$ cat src/rtl/arb_mux_pkg.sv
`default_nettype none
// ============================================================================
// Module      : arb_mux_pkg
// Description : Shared types and constants for the arb_mux stream arbiter:
//               FSM state encoding and arbitration mode encoding.
// Revision    : 1.0 - initial release
// ============================================================================
package arb_mux_pkg;

    // Two-state packet FSM: IDLE arbitrates, LOCKED streams one packet
    typedef enum logic {
        ST_IDLE   = 1'b0,
        ST_LOCKED = 1'b1
    } state_t;

    // Arbitration mode as presented on the mode input
    localparam logic MODE_FIXED = 1'b0;
    localparam logic MODE_RR    = 1'b1;

endpackage : arb_mux_pkg
`default_nettype wire

$ cat src/rtl/arb_mux_rr_arbiter.sv
`default_nettype none
// ============================================================================
// Module      : rr_arbiter
// Description : Combinational rotating-priority pick. The search starts at
//               pointer+1 and wraps modulo NUMIN, so the channel named by
//               pointer has lowest priority. Works for any NUMIN >= 2.
// Revision    : 1.0 - initial release
// ============================================================================
module rr_arbiter #(
    parameter int NUMIN  = 16,
    parameter int SWIDTH = $clog2(NUMIN)
) (
    input  logic [NUMIN-1:0]  req,
    input  logic [SWIDTH-1:0] pointer,
    output logic [SWIDTH-1:0] gnt_idx,
    output logic              gnt_any
);

    // One extra bit so pointer + offset never overflows before the wrap
    localparam logic [SWIDTH:0] c_NUMIN_W = (SWIDTH+1)'(NUMIN);

    logic [SWIDTH:0] w_cand;

    // Walk offsets 1..NUMIN from the pointer; first requesting channel wins
    always_comb begin
        gnt_idx = '0;
        gnt_any = 1'b0;
        w_cand  = '0;
        for (int k = 1; k <= NUMIN; k++) begin
            w_cand = {1'b0, pointer} + (SWIDTH+1)'(k);
            if (w_cand >= c_NUMIN_W) begin
                w_cand = w_cand - c_NUMIN_W;
            end
            if (!gnt_any && req[w_cand[SWIDTH-1:0]]) begin
                gnt_any = 1'b1;
                gnt_idx = w_cand[SWIDTH-1:0];
            end
        end
    end

endmodule : rr_arbiter
`default_nettype wire

$ cat src/rtl/arb_mux.sv
`default_nettype none
// ============================================================================
// Module      : arb_mux
// Description : NUMIN:1 stream mux with per-channel valid/ready, packet
//               locking on the last flag, fixed-select or round-robin
//               arbitration, and a single registered output stage with
//               backpressure.
//               Optional: define ARB_MUX_STATS_EN to add per-channel 16-bit
//               packet counters on output port pkt_cnt.
// Revision    : 1.0 - initial release
// ============================================================================
module arb_mux
    import arb_mux_pkg::*;
#(
    parameter int NUMIN  = 16,
    parameter int DWIDTH = 14,
    parameter int SWIDTH = $clog2(NUMIN)
) (
    input  logic                    clk,
    input  logic                    rst,
    input  logic                    mode,
    input  logic [SWIDTH-1:0]       sel,
    input  logic [NUMIN*DWIDTH-1:0] din_vec,
    input  logic [NUMIN-1:0]        din_vec_v,
    input  logic [NUMIN-1:0]        din_vec_last,
    output logic [NUMIN-1:0]        din_vec_rdy,
    output logic [DWIDTH-1:0]       dout,
    output logic                    dout_v,
    output logic                    dout_last,
    input  logic                    dout_rdy,
    output logic [SWIDTH-1:0]       grant
`ifdef ARB_MUX_STATS_EN
    ,
    output logic [16*NUMIN-1:0]     pkt_cnt
`endif
);

    localparam logic [SWIDTH:0]   c_NUMIN_W = (SWIDTH+1)'(NUMIN);
    localparam logic [SWIDTH-1:0] c_PTR_RST = SWIDTH'(NUMIN-1);

    state_t             r_state_q;
    logic [SWIDTH-1:0]  r_grant_q;
    logic [SWIDTH-1:0]  r_ptr_q;
    logic [DWIDTH-1:0]  r_dout_q;
    logic               r_dout_v_q;
    logic               r_dout_last_q;

    logic [DWIDTH-1:0]  w_ch_data [NUMIN];
    logic [DWIDTH-1:0]  w_grant_data;
    logic               w_grant_v;
    logic               w_grant_last;
    logic               w_locked;
    logic               w_out_free;
    logic               w_accept;
    logic               w_sel_v;
    logic [SWIDTH-1:0]  w_rr_idx;
    logic               w_rr_any;
    logic [NUMIN-1:0]   w_rdy;

    // Split the flat input bus into per-channel words
    generate
        for (genvar gi = 0; gi < NUMIN; gi++) begin : g_unpack
            assign w_ch_data[gi] = din_vec[gi*DWIDTH +: DWIDTH];
        end
    endgenerate

    assign w_grant_data = w_ch_data[r_grant_q];
    assign w_grant_v    = din_vec_v[r_grant_q];
    assign w_grant_last = din_vec_last[r_grant_q];
    assign w_locked     = (r_state_q == ST_LOCKED);

    // Output register can take a beat if empty or being drained this cycle
    assign w_out_free   = !r_dout_v_q || dout_rdy;
    assign w_accept     = w_locked && w_grant_v && w_out_free;

    // An out-of-range select is never granted
    assign w_sel_v      = ({1'b0, sel} < c_NUMIN_W) && din_vec_v[sel];

    rr_arbiter #(
        .NUMIN   (NUMIN),
        .SWIDTH  (SWIDTH)
    ) u_rr_arbiter (
        .req     (din_vec_v),
        .pointer (r_ptr_q),
        .gnt_idx (w_rr_idx),
        .gnt_any (w_rr_any)
    );

    // Ready goes only to the locked channel; IDLE costs one arbitration cycle
    always_comb begin
        w_rdy = '0;
        if (w_locked && w_out_free) begin
            w_rdy[r_grant_q] = 1'b1;
        end
    end

    assign din_vec_rdy = w_rdy;

    // Packet FSM plus registered output stage
    always_ff @(posedge clk) begin
        if (rst) begin
            r_state_q     <= ST_IDLE;
            r_grant_q     <= '0;
            r_ptr_q       <= c_PTR_RST;
            r_dout_q      <= '0;
            r_dout_v_q    <= 1'b0;
            r_dout_last_q <= 1'b0;
        end else begin
            // Accept overrides drain so back-to-back beats have no bubble
            if (w_accept) begin
                r_dout_q      <= w_grant_data;
                r_dout_last_q <= w_grant_last;
                r_dout_v_q    <= 1'b1;
            end else if (r_dout_v_q && dout_rdy) begin
                r_dout_v_q    <= 1'b0;
            end

            case (r_state_q)
                ST_IDLE: begin
                    if (mode == MODE_FIXED) begin
                        if (w_sel_v) begin
                            r_grant_q <= sel;
                            r_state_q <= ST_LOCKED;
                        end
                    end else if (w_rr_any) begin
                        r_grant_q <= w_rr_idx;
                        r_state_q <= ST_LOCKED;
                    end
                end
                ST_LOCKED: begin
                    // Pointer records the finished channel so it drops to lowest priority
                    if (w_accept && w_grant_last) begin
                        r_ptr_q   <= r_grant_q;
                        r_state_q <= ST_IDLE;
                    end
                end
                default: begin
                    r_state_q <= ST_IDLE;
                end
            endcase
        end
    end

    assign dout      = r_dout_q;
    assign dout_v    = r_dout_v_q;
    assign dout_last = r_dout_last_q;
    assign grant     = r_grant_q;

`ifdef ARB_MUX_STATS_EN
    generate
        for (genvar gc = 0; gc < NUMIN; gc++) begin : g_stats
            logic [15:0] r_cnt_q;

            // Count completed packets per channel; wraps naturally at 0xFFFF
            always_ff @(posedge clk) begin
                if (rst) begin
                    r_cnt_q <= '0;
                end else if (w_accept && w_grant_last && (r_grant_q == SWIDTH'(gc))) begin
                    r_cnt_q <= r_cnt_q + 16'd1;
                end
            end

            assign pkt_cnt[gc*16 +: 16] = r_cnt_q;
        end
    endgenerate
`endif

endmodule : arb_mux
`default_nettype wire

$ cat config.mk
export PLATFORM = sky130hd
export DESIGN_NAME = arb_mux
export DESIGN_NICKNAME = d
export VERILOG_FILES = /design/src/rtl/arb_mux_pkg.sv /design/src/rtl/arb_mux_rr_arbiter.sv /design/src/rtl/arb_mux.sv
export SDC_FILE = /design/constraint.sdc
export NUM_CORES = 1
export LEC_CHECK = 0
export CAP_MARGIN = 5
export CORE_MARGIN = 3
export CORE_UTILIZATION = 45
export CTS_BUF_LIST = sky130_fd_sc_hd__clkbuf_2 sky130_fd_sc_hd__clkbuf_4 sky130_fd_sc_hd__clkbuf_8
export CTS_CLUSTER_DIAMETER = 80
export CTS_CLUSTER_SIZE = 20
export DETAILED_ROUTE_END_ITERATION = 10
export PLACE_DENSITY = 0.91
export SLEW_MARGIN = 20
export SYNTH_ARGS = -nofsm -noshare
export SYNTH_HDL_FRONTEND = slang
export SYNTH_SLANG_ARGS = --single-unit
$ cat constraint.sdc
create_clock -name clk -period 13.81 [get_ports clk]
set_clock_uncertainty 0.2 [all_clocks]
set_input_delay 2.762 -clock clk [delete_from_list [all_inputs] [get_ports clk]]
set_output_delay 2.762 -clock clk [all_outputs]
set_load 0.005 [all_outputs]
==> results, run 1 <==
- The run finished with clean final reports.
- The clock transition time at the flip-flop clock pins of the worst setup and hold paths is 100 ps.
- The net count of the finished layout is ~1100.
- For the pin with the worst max-slew slack, the measured transition is ~1000 ps.
- The initial antenna violation count is 5.
- Entering global routing, the biggest net connects 74 pins.
- TritonCTS built the clock tree.
- The critical path arrival is 4520 ps.
- After layout, the worst path uses 54.21% of the clock period.
- The peak per-stage delay on the critical path is between 500 and 600 ps.
- The analysis attributes to cell leakage a power of between 3 and 4 nW.
- The internal power of the cells is 0.0005729 W.
- The post-route worst setup slack is 6324 ps.
- The maximum vdd ir drop is 0.08217 mV.
- The final weighted congestion in routability-driven placement is 0.9597.
- Summing every instance area after synthesis gives 5792 µm².
- The number of buffers added for setup after CTS is 0.
- The number of max-cap violations is 0.
- The first global-routing pass estimated 38.92 mm of wire.
- The hold violation count in the final report came to 0.
- The proportion of power drawn by the clock network is 4.5%.
- Clock tree synthesis found a total of 25 sinks.
- The number of nets with antenna violations after routing is 0.
- Setup repair after global routing left no endpoint under its margin.
- The number of different library cells used by synthesis comes to 66.
- The part of the power in combinational logic is a little over four fifths.
- The number of instances resized during post-cts repair is 0.
- The total overflow left after global routing is 0.
- The DRC violation total after the first TritonRoute iteration is 772.
- The x dimension of the die is around 120 µm.
- Static timing analysis puts the maximum clock frequency at 133.6 MHz.
- Setup violations remaining at the end of the flow were counted as 0.
- The number of fill cells in the layout is 911.
- The region available for standard cell placement spans around 12000 µm².
- The worst-case headroom to the max-slew limit is about a third.
- The die outline area is roughly 14000 µm².
- The classification of the worst setup path is input port to primary output.
- The CTS buffer count is 3.
- In this run the mean area of a mapped cell was 10.87 µm².
- The sequential power share is between 10% and 20%.
- The cell at the root of the clock tree is sky130_fd_sc_hd__clkbuf_8.
- The critical path goes through clkdlybuf4s50_1 -> nand2b_1 -> nand2_1 -> nor2_1 -> nand2_1 -> nor3_1 -> clkdlybuf4s50_1.
- Summing the sequential cell areas from Yosys gives 8.641% of the chip area.
- Together, buffers and inverters on the worst path number 2.
- The setup total negative slack is 0 ps.
- Buffers inserted to repair hold after CTS numbered 0.
- After detailed routing, the number of remaining DRC violations is 0.
- The share of flip-flops with an asynchronous set or reset is 0%.
- The worst-case clock buffer depth is 2.
- The floorplan step set the die height to 119.5 µm.
- Broken down by cell family, the worst path's largest delay share belongs to buffers and inverters.
- The number of instances in the synthesized netlist is approximately 530.
- After detailed routing, the average wire length per cell comes to 26.95 µm.
- The max-slew violation total from the final report is 0.
- The signed area change from the synthesized netlist to the final layout is 53.42%.
- The estimated wirelength of the detail-placed design is 20.76 mm.
- The flop-to-flop setup slack is just over 8000 ps.
- The via count of the first global-routing pass came to 6452.
- The initial utilization of the core area, before any placement, comes to 47.04%.
- Clock latency on the worst-skew pair, taken at its later pin, is around 280 ps.
- The share of cells above drive strength 1 is 21.14%.
- The wire length reported by the detailed router is 25.98 mm.
- The total via count in the routed design is 6368.
- The routed design could run at a clock period as short as 7486 ps.
- Power spread over the standard cell area amounts to 122.3 nW/µm².
- Counting flops and latches in the post-synthesis netlist gives 25.
- The number of I/O pins is 300.
- The H-tree depth is 1.
- The worst setup path is captured at a primary output.
- The number of vias per cell after detailed routing is 6.606.
- The placement-stage worst setup slack is 6363 ps.
- The master of the slowest instance on the critical path is sky130_fd_sc_hd__clkdlybuf4s50_1.
- The required time of the critical path is 10850 ps.
- Row generation in the floorplan step produced 40 rows.
- Counting every net in the synthesized netlist gives 805.
- The Yosys step of the flow raised 0 warnings.
- The commonest register cell after synthesis is sky130_fd_sc_hd__dfxtp_1.
- In this run switching power makes up 47.26% of total power.
- The kind of launch point of the worst setup path is an input port.
- The number of buffer cells added on primary ports is between 200 and 300.
- The length of the first detailed-routing pass in iterations is 5.
- The global-route usage over all layers is 35.60%.
- The switching power total is roughly 0.00051 W.
- The worst hold path belongs to the class register to register.
- Of all nets on the critical path, the largest fanout is 6.
- Counting flops with a built-in enable in the synthesized netlist gives 0.
==> power groups by stage <==
stage | clock network [W] | registers (W) | logic [W]
floorplan | 0 | 0.0000986 | 0.000649
global placement | 0 | 0.000132 | 0.000872
detailed placement | 0 | 0.000135 | 0.000882
CTS | 0.0000491 | 0.000133 | 0.000887
global route | 0.0000522 | 0.000137 | 0.000959
finish | 0.0000486 | 0.000134 | 0.000904
==> final timing paths <==
check             cells past startpoint                     end                     from
setup / recovery                      7          din_vec_rdy[4]                 dout_rdy
hold reg to reg                       2  dout_last$_SDFFE_PP0P_   dout_last$_SDFFE_PP0P_
setup reg to reg                     12   grant[2]$_SDFFE_PP0P_  r_ptr_q[0]$_SDFFE_PP1P_
hold / removal                        2  dout_last$_SDFFE_PP0P_   dout_last$_SDFFE_PP0P_
==> sequential cells by signal (all words and copies together) (netlist names) <==
name	count
dout_v	1
grant	4
r_ptr_q	4
r_state_q	1
dout	14
dout_last	1
==> layer usage <==
metal / up-vias / part of all wire (%) / GRT usage, %
li1: 2703 / - / -
met1: 3134 / 35 / 44.87
met2: 469 / 50 / 59.07
met3: 62 / 11 / 8.452
met4: 0 / 4.2 / 14.17
met5: - / 0 / 0
==> cell type report <==
type,instances,area (µm²),share of cell area [%]
antenna,6,15.01,0.1690
clock buffer,3,41.29,0.4647
clock inverter,1,7.507,0.08448
inverter,15,56.30,0.6336
multi-input combinational,439,5000,56.27
sequential,25,508.0,5.717
tap,168,210.2,2.366
timing repair buffer,307,3048,34.30
==> Yosys cell counts, types with 2 or more instances <==
master | instances | area, µm²
sky130_fd_sc_hd__a21oi_1 | 14 | 70.07
sky130_fd_sc_hd__mux2_1 | 7 | 78.83
sky130_fd_sc_hd__xnor2_2 | 2 | 32.53
sky130_fd_sc_hd__a211oi_1 | 4 | 30.03
sky130_fd_sc_hd__o22a_1 | 2 | 17.52
sky130_fd_sc_hd__nor3_1 | 9 | 45.04
sky130_fd_sc_hd__nor2_1 | 54 | 202.7
sky130_fd_sc_hd__o211ai_1 | 3 | 22.52
sky130_fd_sc_hd__o21ai_0 | 9 | 45.04
sky130_fd_sc_hd__or2_2 | 2 | 12.51
sky130_fd_sc_hd__inv_1 | 13 | 48.80
sky130_fd_sc_hd__and3_1 | 7 | 43.79
sky130_fd_sc_hd__o221a_2 | 2 | 22.52
sky130_fd_sc_hd__nor4b_1 | 2 | 17.52
sky130_fd_sc_hd__nand4_1 | 8 | 50.05
sky130_fd_sc_hd__a22oi_1 | 2 | 15.01
sky130_fd_sc_hd__buf_6 | 3 | 33.78
sky130_fd_sc_hd__o21ba_2 | 2 | 20.02
sky130_fd_sc_hd__nand3_1 | 4 | 20.02
sky130_fd_sc_hd__dfxtp_1 | 25 | 500.5
sky130_fd_sc_hd__nand2_1 | 40 | 150.1
sky130_fd_sc_hd__buf_4 | 4 | 30.03
sky130_fd_sc_hd__xor2_1 | 3 | 26.28
sky130_fd_sc_hd__ha_1 | 8 | 100.1
sky130_fd_sc_hd__mux2i_1 | 50 | 500.5
sky130_fd_sc_hd__xnor2_1 | 9 | 78.83
sky130_fd_sc_hd__mux4_2 | 108 | 2432
sky130_fd_sc_hd__nand2b_1 | 6 | 37.54
sky130_fd_sc_hd__inv_2 | 2 | 7.510
sky130_fd_sc_hd__mux2_2 | 24 | 270.3
sky130_fd_sc_hd__or3_1 | 3 | 18.77
sky130_fd_sc_hd__buf_2 | 8 | 40.04
sky130_fd_sc_hd__a31oi_1 | 7 | 43.79
sky130_fd_sc_hd__nor3b_1 | 2 | 15.01
sky130_fd_sc_hd__o22ai_1 | 3 | 18.77
sky130_fd_sc_hd__o31ai_1 | 2 | 15.01
sky130_fd_sc_hd__mux4_1 | 7 | 183.9
sky130_fd_sc_hd__a211o_1 | 6 | 52.55
sky130_fd_sc_hd__a221oi_1 | 3 | 26.28
sky130_fd_sc_hd__buf_1 | 11 | 41.29
sky130_fd_sc_hd__clkbuf_1 | 28 | 105.1
==> metrics by stage <==
stage	util [%]	area (µm²)	hold slack (ps)	power, W	instances
after global placement	71.64	8820	251.9	0.001004	954
after global routing	72.15	8884	341.6	0.001149	963
after detailed placement	71.64	8820	286.5	0.001017	954
final	72.17	8886	304.4	0.001086	964
after CTS	72.03	8869	308.7	0.001069	958
after floorplan	-	5792	252.7	0.0007476	533
==> cells in the final DEF, fill, tap and decap left out, types with 4 or more instances in the layout <==
| master | n |
|---|---|
| sky130_fd_sc_hd__a211o_1 | 6 |
| sky130_fd_sc_hd__a211oi_1 | 4 |
| sky130_fd_sc_hd__a21oi_1 | 14 |
| sky130_fd_sc_hd__a31oi_1 | 7 |
| sky130_fd_sc_hd__and3_1 | 7 |
| sky130_fd_sc_hd__buf_4 | 8 |
| sky130_fd_sc_hd__clkdlybuf4s50_1 | 298 |
| sky130_fd_sc_hd__dfxtp_1 | 23 |
| sky130_fd_sc_hd__diode_2 | 6 |
| sky130_fd_sc_hd__ha_1 | 7 |
| sky130_fd_sc_hd__inv_1 | 13 |
| sky130_fd_sc_hd__mux2_1 | 7 |
| sky130_fd_sc_hd__mux2_2 | 24 |
| sky130_fd_sc_hd__mux2i_1 | 50 |
| sky130_fd_sc_hd__mux4_1 | 7 |
| sky130_fd_sc_hd__mux4_2 | 108 |
| sky130_fd_sc_hd__nand2_1 | 40 |
| sky130_fd_sc_hd__nand2b_1 | 6 |
| sky130_fd_sc_hd__nand4_1 | 8 |
| sky130_fd_sc_hd__nor2_1 | 54 |
| sky130_fd_sc_hd__nor3_1 | 9 |
| sky130_fd_sc_hd__o21ai_0 | 9 |
| sky130_fd_sc_hd__xnor2_1 | 8 |
==> tightest hold or removal path: cells and delay by family, from the launching register on <==
kind / cells / cell delay (ps)
flops: 1 / 330
compound gates: 1 / 70
simple gates: 1 / 60
==> kinds of logic after synthesis <==
logic type / share of synthesized area, %
and+or+nand+nor: 11.82
muxes: 60.34
buffers and inverters: 5.293
AOI/OAI and AO/OA: 9.808
xor gates and xnor gates: 2.376
DFF: 8.641
adders and majority gates: 1.728
Note: power is estimated with default switching activity, not from simulation.
==> inputs of run 2 (changes only) <==
--- a/config.mk
+++ b/config.mk
@@ -7,12 +7,12 @@
 export LEC_CHECK = 0
 export CAP_MARGIN = 5
 export CORE_MARGIN = 3
-export CORE_UTILIZATION = 45
+export CORE_UTILIZATION = 42
 export CTS_BUF_LIST = sky130_fd_sc_hd__clkbuf_2 sky130_fd_sc_hd__clkbuf_4 sky130_fd_sc_hd__clkbuf_8
 export CTS_CLUSTER_DIAMETER = 80
 export CTS_CLUSTER_SIZE = 20
 export DETAILED_ROUTE_END_ITERATION = 10
-export PLACE_DENSITY = 0.91
+export PLACE_DENSITY = 0.85
 export SLEW_MARGIN = 20
 export SYNTH_ARGS = -nofsm -noshare
 export SYNTH_HDL_FRONTEND = slang
==> constraint.sdc (replaced) <==
create_clock -name clk -period 7.8 [get_ports clk]
set_clock_uncertainty 0.2 [all_clocks]
set_input_delay 1.56 -clock clk [delete_from_list [all_inputs] [get_ports clk]]
set_output_delay 1.56 -clock clk [all_outputs]
set_load 0.005 [all_outputs]
==> run 2 against run 1 <==
Against the previous run: via count increased by 1.4%; worst setup slack worse by 3900 ps; final cell count is 1.0% higher; register-to-register slack worse by 5700 ps; sequential share of layout area is 0.053 points lower; critical endpoint is now grant[2]$_SDFFE_PP0P_; clock power increased by 70%; utilization is 5.3 points lower.
==> results, run 2 (synthesized netlist as in run 1, its figures left out) <==
- The flow ran to the end, and the final reports show no timing, DRC or antenna violations.
- The maximum vdd ir drop is 0.1436 mV (+75%).
- The number of cells on the worst hold path was 2 (unchanged).
- The via count of the first global-routing pass is 6270 (-2.8%).
- The y dimension of the die is 123.4 µm (+3.3%).
- The number of standard cells in the final layout excluding fillers is 974 (+1.0%).
- The worst-case headroom to the max-slew limit is 27.30% (-5.3 points).
- The global-route usage over all layers is 32.93% (-2.7 points).
- The number of fill cells in the layout came to 1044 (+15%).
- The number of vias per cell after detailed routing is 6.632 (+0.40%).
- The length of the first detailed-routing pass in iterations is 5 (unchanged).
- The die outline area is 15240 µm² (+6.8%).
- The proportion of power drawn by the clock network is 4.2% (-0.3 points).
- Leaving out fill and tap cells, the most frequent cells in the layout are sky130_fd_sc_hd__clkdlybuf4s50_1 (299), sky130_fd_sc_hd__mux4_2 (108), sky130_fd_sc_hd__nor2_1 (54).
- The share of cells above drive strength 1 is 21.36% (+0.22 points).
- The critical path in this run is classified as input port to register.
- The cell at the root of the clock tree is sky130_fd_sc_hd__clkbuf_8.
- The startpoint identified for the worst register-to-register timing path is r_ptr_q[0]$_SDFFE_PP1P_.
- The endpoint of the worst-slack reg-to-reg timing path is grant[2]$_SDFFE_PP0P_.
- The flip-flop count of the largest register after layout is 14 (unchanged).
- The sequential power share is 10.0% (-2.3 points).
- The sum of overflow across all layers after global routing is 0 (unchanged).
- The x dimension of the die is 123.4 µm (+3.3%).
- The final critical delay including setup and external delays is between 5000 and 6000 ps.
- The clock tree from TritonCTS is yes.
- The hold violation count in the final report is 0 (unchanged).
- The number of buffers added to fix hold violations after cts is 0 (unchanged).
- The number of buffers added for setup after CTS came to 0 (unchanged).
- The number of buffer cells added on primary ports is 299 (unchanged).
- The post-route cell area is 8925 µm² (+0.44%).
- The hold slack is 258.0 ps (-46.32 ps).
- The core occupancy in the finished layout is 66.86% (-5.3 points).
- The power density relative to cell area is 218.1 nW/µm² (+78%).
- The net total in the final layout is 1069 (+0.56%).
- The instance area at placement is 8872 µm² (+0.60%).
- The biggest fanout along the worst timing path is 12 (+6).
- In this run the most critical hold path is launched from dout_last$_SDFFE_PP0P_.
- Setup repair after global routing left no endpoint under its margin.
- The DRC violation total after the first TritonRoute iteration was 800 (+3.6%).
- The latest clock arrival within the worst-skew pair came to 280 ps (about the same).
- The largest net degree at the start of global routing was 58 (-22%).
- The number of instances resized during post-cts repair is 0 (unchanged).
- The final critical path takes up around 69% of the cycle.
- The core region area came to 13350 µm² (+8.4%).
- The clock transition time at the flip-flop clock pins of the worst setup and hold paths is 90 ps (about the same).
- The max-slew violation total from the final report was 0 (unchanged).
- The sink count of the clock tree was 25 (unchanged).
- The part of the power in combinational logic came to 85.8% (+2.6 points).
- The hold path endpoint is dout_last$_SDFFE_PP0P_.
- The number of I/O pins was 300 (unchanged).
- The post-detailed-route DRC marker count was 0 (unchanged).
- The kind of end point of the critical path is a register.
- The wire length reported by the detailed router is 26.26 mm (+1.1%).
- The most common cell after layout, fill and taps aside is sky130_fd_sc_hd__clkdlybuf4s50_1.
- The number of cell instances on the worst register-to-register path is 14 (+2).
- The setup-violating endpoint count in the final report was 0 (unchanged).
- The highest attainable clock frequency is 184.6 MHz.
- The switching power total was 0.0009236 W (+80%).
- The leakage power summed over all cells is 3.258 nW (+1.1%).
- The CTS buffer count is 3 (unchanged).
- The final weighted congestion in routability-driven placement was 0.9912 (+3.3%).
- The pin slew with the least headroom to its limit was 1087 ps (+76.57 ps).
- The switching power share of the total came to 47.44% (+0.18 points).
- The estimated wirelength of the detail-placed design is 21.79 mm (+4.9%).
- The total via count in the routed design is 6460 (+1.4%).
- The initial core utilization is 43.39% (-3.7 points).
- The number of standard-cell rows in the floorplan was 42 (+5.0%).
- The wire length of the first global-routing pass was 37.33 mm (-4.1%).
- The area growth from synthesis to layout is 54.09%.
- The number of max-cap violations is 0 (unchanged).
- The worst-case clock buffer depth was 2 (unchanged).
- The H-tree depth is 1 (unchanged).
- The setup total negative slack is 0 ps (unchanged).
- The kind of launch point of the worst setup path is an input port.
- The number of nets with antenna violations after routing is 0 (unchanged).
- The count of placed standard cells including taps is 968 (+1.5%).
- The internal power of the cells is 0.001023 W (+79%).
- The required time of the critical path is 7770 ps (-3080 ps).
- The flop-to-flop setup slack came to 2400 ps (-5730 ps).
- The final routed wire length divided by cell count is 26.96 µm (about the same).
- The worst hold-check path type is register to register.
- The critical path arrival is 5390 ps (+870 ps).
- The initial antenna violation count came to 3 (-2).
[run 2: how the worst max path moves through the flow]
stage                                 end  cells past startpoint               startpoint  slack (ps)
global route        grant[2]$_SDFFE_PP0P_                     14  r_ptr_q[0]$_SDFFE_PP1P_        2180
CTS                 grant[2]$_SDFFE_PP0P_                     10            din_vec_v[12]        2490
global placement    grant[2]$_SDFFE_PP0P_                     10            din_vec_v[12]        2390
finish              grant[2]$_SDFFE_PP0P_                     11            din_vec_v[12]        2380
floorplan           grant[2]$_SDFFE_PP0P_                     16  r_ptr_q[1]$_SDFFE_PP1P_        3050
detailed placement  grant[2]$_SDFFE_PP0P_                     10            din_vec_v[12]        2230
[run 2: metal layers]
| metal | vias up | wire, µm | track usage (%) |
|---|---|---|---|
| li1 | 2713 | - | - |
| met2 | 463 | 13230 | 54.09 |
| met1 | 3199 | 9221 | 42.72 |
| met4 | 4 | 1047 | 13.01 |
| met5 | - | 29 | 0 |
| met3 | 81 | 2732 | 6.725 |
[run 2: layout make-up]
class	instances	area, µm²	share of cell area (%)
multi-input cells	439	4992	55.94
diodes	2	5.005	0.05608
clock buffers	3	41.29	0.4626
repair buffers	313	3098	34.71
clock inverters	1	6.256	0.07010
inverters	15	56.30	0.6309
well taps	176	220.2	2.467
flip-flops and latches	25	505.5	5.664
[run 2: power by group through the flow]
stage	logic (W)	clock network, W	registers (W)
after CTS	0.00164	0.0000831	0.000193
after floorplan	0.00115	0	0.000175
after global routing	0.00176	0.0000915	0.000198
after global placement	0.00162	0	0.000194
final	0.00167	0.0000824	0.000194
after detailed placement	0.00163	0	0.000196
[run 2: per-stage QoR]
step                      worst slack [ps]  total power [W]
after floorplan                       3053         0.001324
after global placement                2390         0.001810
after detailed placement              2232         0.001829
after CTS                             2492         0.001915
after global routing                  2180         0.002050
final                                 2384         0.001947
[run 2: critical path, stage by stage]
cell and delay, ps:
sky130_fd_sc_hd__clkdlybuf4s50_1 650, sky130_fd_sc_hd__mux4_2 560, sky130_fd_sc_hd__mux2_2 340, sky130_fd_sc_hd__mux2i_1 410, sky130_fd_sc_hd__nand2b_1 280, sky130_fd_sc_hd__nor4_4 270
sky130_fd_sc_hd__buf_4 230, sky130_fd_sc_hd__and2_4 190, sky130_fd_sc_hd__a41o_1 370, sky130_fd_sc_hd__mux2i_1 160, sky130_fd_sc_hd__a2111oi_2 360
==> inputs of run 3 (changes only) <==
==> constraint.sdc (replaced) <==
create_clock -name clk -period 5.5 [get_ports clk]
set_clock_uncertainty 0.2 [all_clocks]
set_input_delay 1.1 -clock clk [delete_from_list [all_inputs] [get_ports clk]]
set_output_delay 1.1 -clock clk [all_outputs]
set_load 0.005 [all_outputs]
==> run 3 against run 2 <==
Against the previous run: register-to-register slack got worse by 1700 ps; largest power group unchanged; worst setup slack got worse by 1700 ps; critical endpoint unchanged; wire length increased by 0.32%; combinational power grew 43%; die area is the same; global-route usage up 0.64 points; first-iteration DRC count is 13% lower; hold slack improved by 44 ps.
==> results, run 3 (synthesized netlist as in run 1, its figures left out) <==
- The worst setup path is of the input port to register kind.
- The kind of launch point of the worst setup path is an input port.
- The post-route cell area is 8939 µm² (+0.15%).
- The largest net degree at the start of global routing is 59 (+1.7%).
- The number of buffers added to fix hold violations after cts was 0 (unchanged).
- The met2 layer usage reported by global route is 55.76% (+1.7 points).
- The core occupancy in the finished layout was 66.97% (+0.10 points).
- The most common cell after layout, fill and taps aside is sky130_fd_sc_hd__clkdlybuf4s50_1.
- The worst hold-check path type is register to register.
- The master of the slowest instance on the critical path is sky130_fd_sc_hd__mux4_1.
- The final weighted congestion in routability-driven placement was 1.004 (+1.3%).
- The sum of overflow across all layers after global routing was 0 (unchanged).
- The hold violation count in the final report was 0 (unchanged).
- The pin slew with the least headroom to its limit is 1027 ps (-60.26 ps).
- The total via count in the routed design was 6307 (-2.4%).
- Based on the critical path, the design can be clocked at up to slightly above 200 MHz.
- The number of fill cells in the layout is 1009 (-3.4%).
- The y dimension of the die is 123.4 µm (unchanged).
- The maximum vdd ir drop was 0.1835 mV (+28%).
- The flip-flop count of the largest register after layout is 14 (unchanged).
- The length of the first detailed-routing pass in iterations is 6 (+1).
- The biggest fanout along the worst timing path is 11 (-1).
- The power density relative to cell area is 312.0 nW/µm² (+43%).
- The critical path arrival is 4780 ps (-610 ps).
- The number of I/O pins was 300 (unchanged).
- The wire length reported by the detailed router was 26.34 mm (+0.32%).
- The number of max-cap violations is 0 (unchanged).
- Setup repair after global routing left no endpoint under its margin.
- The most heavily used metal layer in global routing is met2.
- The number of buffers added for setup after CTS came to 0 (unchanged).
- The DRC violation total after the first TritonRoute iteration is 696 (-13%).
- The initial core utilization is 43.39% (unchanged).
- The final critical path takes up between 80% and 90% of the cycle.
- From synthesis to final layout, the design area changed by 54.33%.
- The max-slew violation total from the final report is 0 (unchanged).
- The latest clock arrival within the worst-skew pair came to 270 ps (about the same).
- The worst setup path is captured at a register.
- The H-tree depth is 1 (unchanged).
- The smallest clock period supported by the final layout is computed as 4819 ps.
- The CTS buffer count came to 3 (unchanged).
- The number of instances resized during post-cts repair is 0 (unchanged).
- The wire length of the first global-routing pass is 38.00 mm (+1.8%).
- The global routing usage on met3 came to 6.679% (-0.046 points).
- The leakage power summed over all cells is 3.271 nW (+0.41%).
- The antenna diode instance count is 0 (-2).
- The top cell types in the final layout, fill and taps aside, are sky130_fd_sc_hd__clkdlybuf4s50_1 (298), sky130_fd_sc_hd__mux4_2 (108), sky130_fd_sc_hd__nor2_1 (54).
- The core region area is 13350 µm² (unchanged).
- The worst-case clock buffer depth came to 2 (unchanged).
- The estimated wirelength of the detail-placed design came to 22.22 mm (+2.0%).
- The global-route track usage on met1 came to 45.29% (+2.6 points).
- The instance area at placement came to 8895 µm² (+0.25%).
- The final routed wire length divided by cell count is 26.99 µm (+0.12%).
- The cell at the root of the clock tree is sky130_fd_sc_hd__clkbuf_8.
- The x dimension of the die is 123.4 µm (unchanged).
- The post-route worst setup slack came to 681.3 ps (-1702 ps).
- The die outline area was 15240 µm² (unchanged).
- Traced cell by cell, the critical path runs through clkdlybuf4s50_1 -> mux4_1 -> mux2_2 -> mux2i_2 -> nand4_4 -> nor4_4 -> and2_4 -> a41o_1 -> mux2i_1 -> a2111oi_2.
- The number of standard-cell rows in the floorplan is 42 (unchanged).
- The placement-stage worst setup slack is 482.9 ps (-1749 ps).
- The global-route usage over all layers is 33.57% (+0.64 points).
- The required time of the critical path is 5460 ps (-2310 ps).
- The peak per-stage delay on the critical path is 680 ps (+30 ps).
- The net total in the final layout is 1073 (+0.37%).
- The post-detailed-route DRC marker count is 0 (unchanged).
- The clock transition time at the flip-flop clock pins of the worst setup and hold paths is 90 ps (about the same).
- The number of buffer cells added on primary ports came to 299 (unchanged).
- The number of nets with antenna violations after routing is 0 (unchanged).
- The worst-case headroom to the max-slew limit is 31.33% (+4.0 points).
- The sink count of the clock tree is 25 (unchanged).
- The number of vias per cell after detailed routing is 6.462 (-2.6%).
- The clock tree from TritonCTS is yes.
- The run finished with clean final reports.
- The setup total negative slack is 0 ps (unchanged).
- The share of cells above drive strength 1 came to 21.75% (+0.39 points).
- The setup-violating endpoint count in the final report is 0 (unchanged).
- The via count of the first global-routing pass is 6281 (+0.18%).
- The initial antenna violation count is 0 (-3).
run 3: final cells by class:
class | count | area [µm²] | area share (%)
Multi-Input combinational cell | 439 | 4985 | 55.77
Timing Repair Buffer | 317 | 3123 | 34.94
Sequential cell | 25 | 505.5 | 5.655
Tap cell | 176 | 220.2 | 2.464
Inverter | 15 | 56.30 | 0.6299
Clock buffer | 4 | 48.80 | 0.5459
run 3: routing by layer:
metal | vias up | wire, µm
met3 | 38 | 2437
met1 | 3162 | 9925
met5 | - | 0
met4 | 0 | 654
met2 | 393 | 13330
li1 | 2714 | -
run 3: worst max-delay path, delay by kind of cell:
| family | cells | cell delay [ps] |
|---|---|---|
| muxes | 4 | 1470 |
| AOI/OAI and AO/OA | 2 | 760 |
| and+or+nand+nor | 3 | 790 |
| buffers and inverters | 1 | 650 |
run 3: final timing paths:
| check | startpoint | to | slack (ps) | depth (start not counted) |
|---|---|---|---|---|
| setup / recovery | din_vec_v[12] | grant[2]$_SDFFE_PP0P_ | 680 | 10 |
| hold / removal | dout[0]$_SDFFE_PP0P_ | dout[0]$_SDFFE_PP0P_ | 300 | 2 |
| setup reg to reg | r_ptr_q[1]$_SDFFE_PP1P_ | grant[2]$_SDFFE_PP0P_ | 700 | 11 |
| hold reg to reg | dout[0]$_SDFFE_PP0P_ | dout[0]$_SDFFE_PP0P_ | 300 | 2 |
run 3: per-stage QoR:
step                cells  hold slack (ps)  power, W
finish                976            302.4  0.002789
global route          976            328.1  0.002935
CTS                   976            313.1  0.002745
detailed placement    972            290.2  0.002622
global placement      972            277.8  0.002614
floorplan             533            252.7  0.001877
run 3: where the power goes:
group	leakage [nW]	internal [W]	switching [W]
logic	3.04	0.00119	0.00120
registers	0.205	0.000221	0.0000644
clock network	0.0262	0.0000568	0.0000593
